[src/rtl/mult_seq_ctrl.sv]
// -----------------------------------------------------------------------------
// mult_seq_ctrl
// Multi-cycle shift-add multiplier with its own sequencing FSM. Owns the HI/LO
// result registers and stalls the pipeline while a multiply is in progress.
// Signed operands are converted to magnitudes, multiplied unsigned, and the
// product is negated on completion if the operand signs differ.
//
// Ports:
//   clk_i     system clock, rising edge
//   rst_i     asynchronous active-low reset
//   start_i   level request: current instruction is a multiply
//   signed_i  1 = signed (mult), 0 = unsigned (multu); sampled with start_i
//   src1_i    multiplicand (rs)
//   src2_i    multiplier (rt)
//   busy_o    high while the FSM is in RUN
//   done_o    one-cycle pulse; HI/LO valid from this cycle
//   stall_o   combinational hold request for PC / writeback
//   hi_o      upper product word (HI register)
//   lo_o      lower product word (LO register)
//
// Optional build macro:
//   MULT_EARLY_EXIT_EN  finish as soon as the remaining multiplier bits are
//                       all zero instead of always running WIDTH cycles.
// -----------------------------------------------------------------------------
module mult_seq_ctrl #(
   parameter int WIDTH = 32,
   parameter int CNT_W = 6
) (
   input  logic             clk_i,
   input  logic             rst_i,
   input  logic             start_i,
   input  logic             signed_i,
   input  logic [WIDTH-1:0] src1_i,
   input  logic [WIDTH-1:0] src2_i,
   output logic             busy_o,
   output logic             done_o,
   output logic             stall_o,
   output logic [WIDTH-1:0] hi_o,
   output logic [WIDTH-1:0] lo_o
);

   localparam logic [1:0] ST_IDLE = 2'd0;
   localparam logic [1:0] ST_RUN  = 2'd1;
   localparam logic [1:0] ST_DONE = 2'd2;

   localparam logic [WIDTH-1:0]   ONE_W    = {{(WIDTH-1){1'b0}}, 1'b1};
   localparam logic [2*WIDTH-1:0] ONE_2W   = {{(2*WIDTH-1){1'b0}}, 1'b1};
   localparam logic [CNT_W-1:0]   CNT_ONE  = {{(CNT_W-1){1'b0}}, 1'b1};
   localparam logic [CNT_W-1:0]   CNT_LAST = CNT_W'(WIDTH-1);

   logic [1:0]         state_q,  state_d;
   logic [2*WIDTH-1:0] acc_q,    acc_d;
   logic [2*WIDTH-1:0] mcand_q,  mcand_d;
   logic [WIDTH-1:0]   mplier_q, mplier_d;
   logic [CNT_W-1:0]   cnt_q,    cnt_d;
   logic               neg_q,    neg_d;
   logic [WIDTH-1:0]   hi_q,     hi_d;
   logic [WIDTH-1:0]   lo_q,     lo_d;

   logic [2*WIDTH-1:0] acc_sum;
   logic [2*WIDTH-1:0] prod;
   logic [WIDTH-1:0]   mag1, mag2;
   logic [WIDTH-1:0]   mplier_shr;
   logic               last_cycle;

   // Magnitudes for the signed case. Negating the most-negative value wraps
   // back to itself, which read as unsigned is exactly 2^(WIDTH-1).
   assign mag1 = (signed_i && src1_i[WIDTH-1]) ? (~src1_i + ONE_W) : src1_i;
   assign mag2 = (signed_i && src2_i[WIDTH-1]) ? (~src2_i + ONE_W) : src2_i;

   // Accumulator value after this cycle's conditional add, and the signed
   // result that is committed to HI/LO on the final RUN edge.
   assign acc_sum    = acc_q + (mplier_q[0] ? mcand_q : '0);
   assign prod       = neg_q ? (~acc_sum + ONE_2W) : acc_sum;
   assign mplier_shr = mplier_q >> 1;

`ifdef MULT_EARLY_EXIT_EN
   // No multiplier bits left means no further additions can change acc.
   assign last_cycle = (cnt_q == CNT_LAST) || (mplier_shr == '0);
`else
   assign last_cycle = (cnt_q == CNT_LAST);
`endif

   always_comb begin
      state_d  = state_q;
      acc_d    = acc_q;
      mcand_d  = mcand_q;
      mplier_d = mplier_q;
      cnt_d    = cnt_q;
      neg_d    = neg_q;
      hi_d     = hi_q;
      lo_d     = lo_q;
      case (state_q)
         ST_IDLE: begin
            if (start_i) begin
               state_d  = ST_RUN;
               acc_d    = '0;
               cnt_d    = '0;
               mcand_d  = {{WIDTH{1'b0}}, mag1};
               mplier_d = mag2;
               neg_d    = signed_i & (src1_i[WIDTH-1] ^ src2_i[WIDTH-1]);
            end
         end
         ST_RUN: begin
            acc_d    = acc_sum;
            mcand_d  = mcand_q << 1;
            mplier_d = mplier_shr;
            cnt_d    = cnt_q + CNT_ONE;
            if (last_cycle) begin
               state_d = ST_DONE;
               hi_d    = prod[2*WIDTH-1:WIDTH];
               lo_d    = prod[WIDTH-1:0];
            end
         end
         ST_DONE: begin
            // start_i deliberately ignored so the stalled instruction retires.
            state_d = ST_IDLE;
         end
         default: begin
            state_d = ST_IDLE;
         end
      endcase
   end

   always_ff @(posedge clk_i or negedge rst_i) begin
      if (!rst_i) begin
         state_q  <= ST_IDLE;
         acc_q    <= '0;
         mcand_q  <= '0;
         mplier_q <= '0;
         cnt_q    <= '0;
         neg_q    <= 1'b0;
         hi_q     <= '0;
         lo_q     <= '0;
      end else begin
         state_q  <= state_d;
         acc_q    <= acc_d;
         mcand_q  <= mcand_d;
         mplier_q <= mplier_d;
         cnt_q    <= cnt_d;
         neg_q    <= neg_d;
         hi_q     <= hi_d;
         lo_q     <= lo_d;
      end
   end

   assign busy_o  = (state_q == ST_RUN);
   assign done_o  = (state_q == ST_DONE);
   // Qualified by reset so a start request held through reset does not stall.
   assign stall_o = rst_i & (((state_q == ST_IDLE) & start_i) | (state_q == ST_RUN));
   assign hi_o    = hi_q;
   assign lo_o    = lo_q;

endmodule

[config.mk]
export PLATFORM = sky130hd
export DESIGN_NAME = mult_seq_ctrl
export DESIGN_NICKNAME = d
export VERILOG_FILES = /design/src/rtl/mult_seq_ctrl.sv
export SDC_FILE = /design/constraint.sdc
export NUM_CORES = 1
export LEC_CHECK = 0
export CAP_MARGIN = 25
export CORE_ASPECT_RATIO = 1.25
export CORE_UTILIZATION = 60
export DETAILED_ROUTE_END_ITERATION = 16
export GPL_TIMING_DRIVEN = 0
export HOLD_SLACK_MARGIN = 0.1
export PLACE_DENSITY = 0.81
export REMOVE_ABC_BUFFERS = 1
export SYNTH_ARGS = -nofsm -noshare
export SYNTH_HDL_FRONTEND = slang
export SYNTH_SLANG_ARGS = --single-unit
[constraint.sdc]
create_clock -name clk_i -period 5.4 [get_ports clk_i]
set_input_delay 1.08 -clock clk_i [delete_from_list [all_inputs] [get_ports clk_i]]
set_output_delay 1.08 -clock clk_i [all_outputs]
set_load 0.01 [all_outputs]
==> run metrics <==
status completed; fin nets 2,156; Area growth, synth to finish 15.08%; max incr delay on CP 660 ps; CP max-delay cell o211ai_1; fin area 19,170 um2; Clock Pin Slew Worst Setup and Hold Paths 60 ps; CTS root buf clkbuf_16; largest net degree at the start of global routing 114; hpwl dp 36,840 um; Hold Fails Final Rpt 0; Leakage 7.944 nW; antenna-violating nets left 0; Post-synth EDFFs 0; final setup skew 17.37 ps; CTS tree done; Die Y 188.3 um; TritonCTS Buffers 26; global route total overflow 0; register bit total from synthesis 233; Synth cell types 98; most used cell, CP nand3_1; worst slew pin tran 1143 ps; PortBufs 134; Die X 151.0 um; RSZ-0062 raised after global routing yes; Worst Path Buf+Inv 1; Hold Path Class in2async; Async SR Flop Fraction 100.0%; GP Congestion 1.017; post-route setup slack 60.73 ps; drt total wl 49,330 um; GR Util All Layers 34.59%; via/cell ratio 6.468; DRT Pass-1 Iters 5; Mean Syn Cell Area 8.520 um2; Routed WL per cell 20.68 um; number of global-route vias before repair 15.05k; DR iter-0 viols 908; routed vias 15.43k; placed standard-cell area 18,170 um2; Max Clk Rate 187.3 MHz; starting density of the core 61.51%; WP data required 5810 ps; H-tree depth 1; clock sink count 233; Max Cap Viol 0; crit share post-route 98.88%; Pwr Density 470.4 nW/um2; first-pass GRT wire length 77,800 um; drt drc 0; initial antenna violation count 0; Slew headroom 23.28%; later-pin clock latency in the skew report 550 ps; pre-CTS WS -710.7 ps; fraction of final layout cells sized beyond drive strength 1 7.108%; fin crit period 5339 ps; final setup fails 0; Ys Warns 0; Synth Flop Type dfrtp_1; Arr. time, crit path 5750 ps; crit start category flip-flop; post-layout util 70.79%; path type of the worst setup path reg2reg; CP endpoint kind flip-flop; # fillers 2,142; Slew Limit Fails 0; Peak VDD IR 0.0003219 V; clk buf depth 3; Post-Syn Instances 1,955; Rows 67; post-synthesis sequential area ratio 35.01%; commonest non-fill, non-tap cells in the layout nand2_1 (238), dfrtp_1 (231), o21ai_0 (212); commonest non-fill, non-tap cell in the layout nand2_1; Post-CTS Hold Fix Bufs 0; Hold WS 401.1 ps; delay-heaviest family, CP simple AND/OR/NAND/NOR gates; Crit Path Max Fanout 18; # diodes 0; Mapped Area 16,660 um2; Core Box Area 27,080 um2; I/O pins 135; CP Cell Sequence clkbuf_8, and2_1, ha_1, and4_4, and2_4, nand3_1, and3_1, o211ai_1, o2111ai_1, nor4_4, and4_1, nand3_1, o31a_1, xnor2_1, o21ai_1; die area 28,440 um2
stage by stage:
step | total power, mW | cells | setup TNS [ps]
3_3_place_gp | 6.981 | 2323 | -1646030
3_5_place_dp | 7.109 | 2331 | -8791
5_1_grt | 9.542 | 2385 | -75.28
6_report | 9.016 | 2385 | 0
2_1_floorplan | 5.535 | 1844 | 0
4_1_cts | 8.901 | 2380 | 0
final cells by class:
cell class / count / area (um2) / share of cell area (%)
multi-input cells: 1580 / 10340 / 53.94
clock buffers: 40 / 794.5 / 4.145
flip-flops and latches: 233 / 5836 / 30.44
inverters: 31 / 118.9 / 0.6201
well taps: 345 / 431.7 / 2.252
repair buffers: 148 / 1598 / 8.335
clock inverters: 8 / 50.05 / 0.2611
routing by layer:
metal  track usage (%)  vias up  share of wire, %  routed length [um]
met1             38.44     7412                38               18500
met3             4.770      182               4.9                2441
li1                  -     7301                 -                   -
met2             61.24      531                50               24900
met4             21.85        0               7.1                3480
met5                 0        -                 0                   0
final timing paths:
check	endpoint	cells after the start	slack, ps	start
setup / recovery	hi_o[25]	15	60	mplier_q[0]
hold / removal	acc_q[63]	1	400	rst_i
setup reg to reg	hi_o[25]	15	60	mplier_q[0]
hold reg to reg	hi_o[20]	2	470	hi_o[20]
max in group asynchronous	mplier_q[0]	2	4090	rst_i
min in group clk_i	hi_o[20]	2	470	hi_o[20]
synthesized netlist by cell type (17+ instances only):
cell type	count	area [um2]
nand2_1	239	897.1
dfrtp_1	233	5831
o21ai_0	213	1066
nor2_1	128	480.5
a21oi_1	125	625.6
xnor2_1	85	744.5
clkbuf_1	84	315.3
xor2_1	76	665.6
a22o_1	75	656.9
and2_1	75	469.2
ha_1	67	838.3
a22oi_1	59	442.9
nand4_1	43	269.0
nand3_1	34	170.2
inv_1	30	112.6
o21ai_1	27	135.1
nor3_1	25	125.1
o31ai_1	20	150.1
nand2b_1	17	106.4
nor4_1	17	106.4
cell families (layout without fill, tap and decap cells):
family          count (synthesis)  in the layout  synth area share (%)
fa+ha+maj                      68             68                 5.153
flops                         233            233                 35.01
mux                             7              7                0.4507
simple gates                  662            662                 19.92
compound gates                679            679                 27.16
xor+xnor                      164            164                 8.759
buf+inv                       142            227                 3.553
sequential cells by signal, indices dropped and copies added (netlist names):
| register | count |
|---|---|
| neg_q | 1 |
| cnt_q | 6 |
| mcand_q | 64 |
| lo_o | 32 |
| state_q | 2 |
| acc_q | 64 |
| mplier_q | 32 |
| hi_o | 32 |
power breakdown:
| group | switching [mW] | internal, mW | leakage, nW |
|---|---|---|---|
| sequential | 0.396 | 2.31 | 2.93 |
| combinational | 2.75 | 1.82 | 4.59 |
| clock | 0.734 | 1.01 | 0.424 |
what timing repair did:
action                                 CTS  global route
gates resized for setup                  3            14
setup endpoints to repair               23            18
pin swaps                                0             1
endpoints found under the hold margin    0             0
buffers inserted                         1             4
worst register-to-register path, stage by stage (launching register included):
cell and delay [ps]:
dfrtp_4 580, clkbuf_8 220, and2_1 170, ha_1 470
and4_4 300, and2_4 180, nand3_1 320, and3_1 330
o211ai_1 660, o2111ai_1 310, nor4_4 390, and4_1 350
nand3_1 300, o31a_1 360, xnor2_1 190, o21ai_1 80
Note: power is estimated with default switching activity, not from simulation.
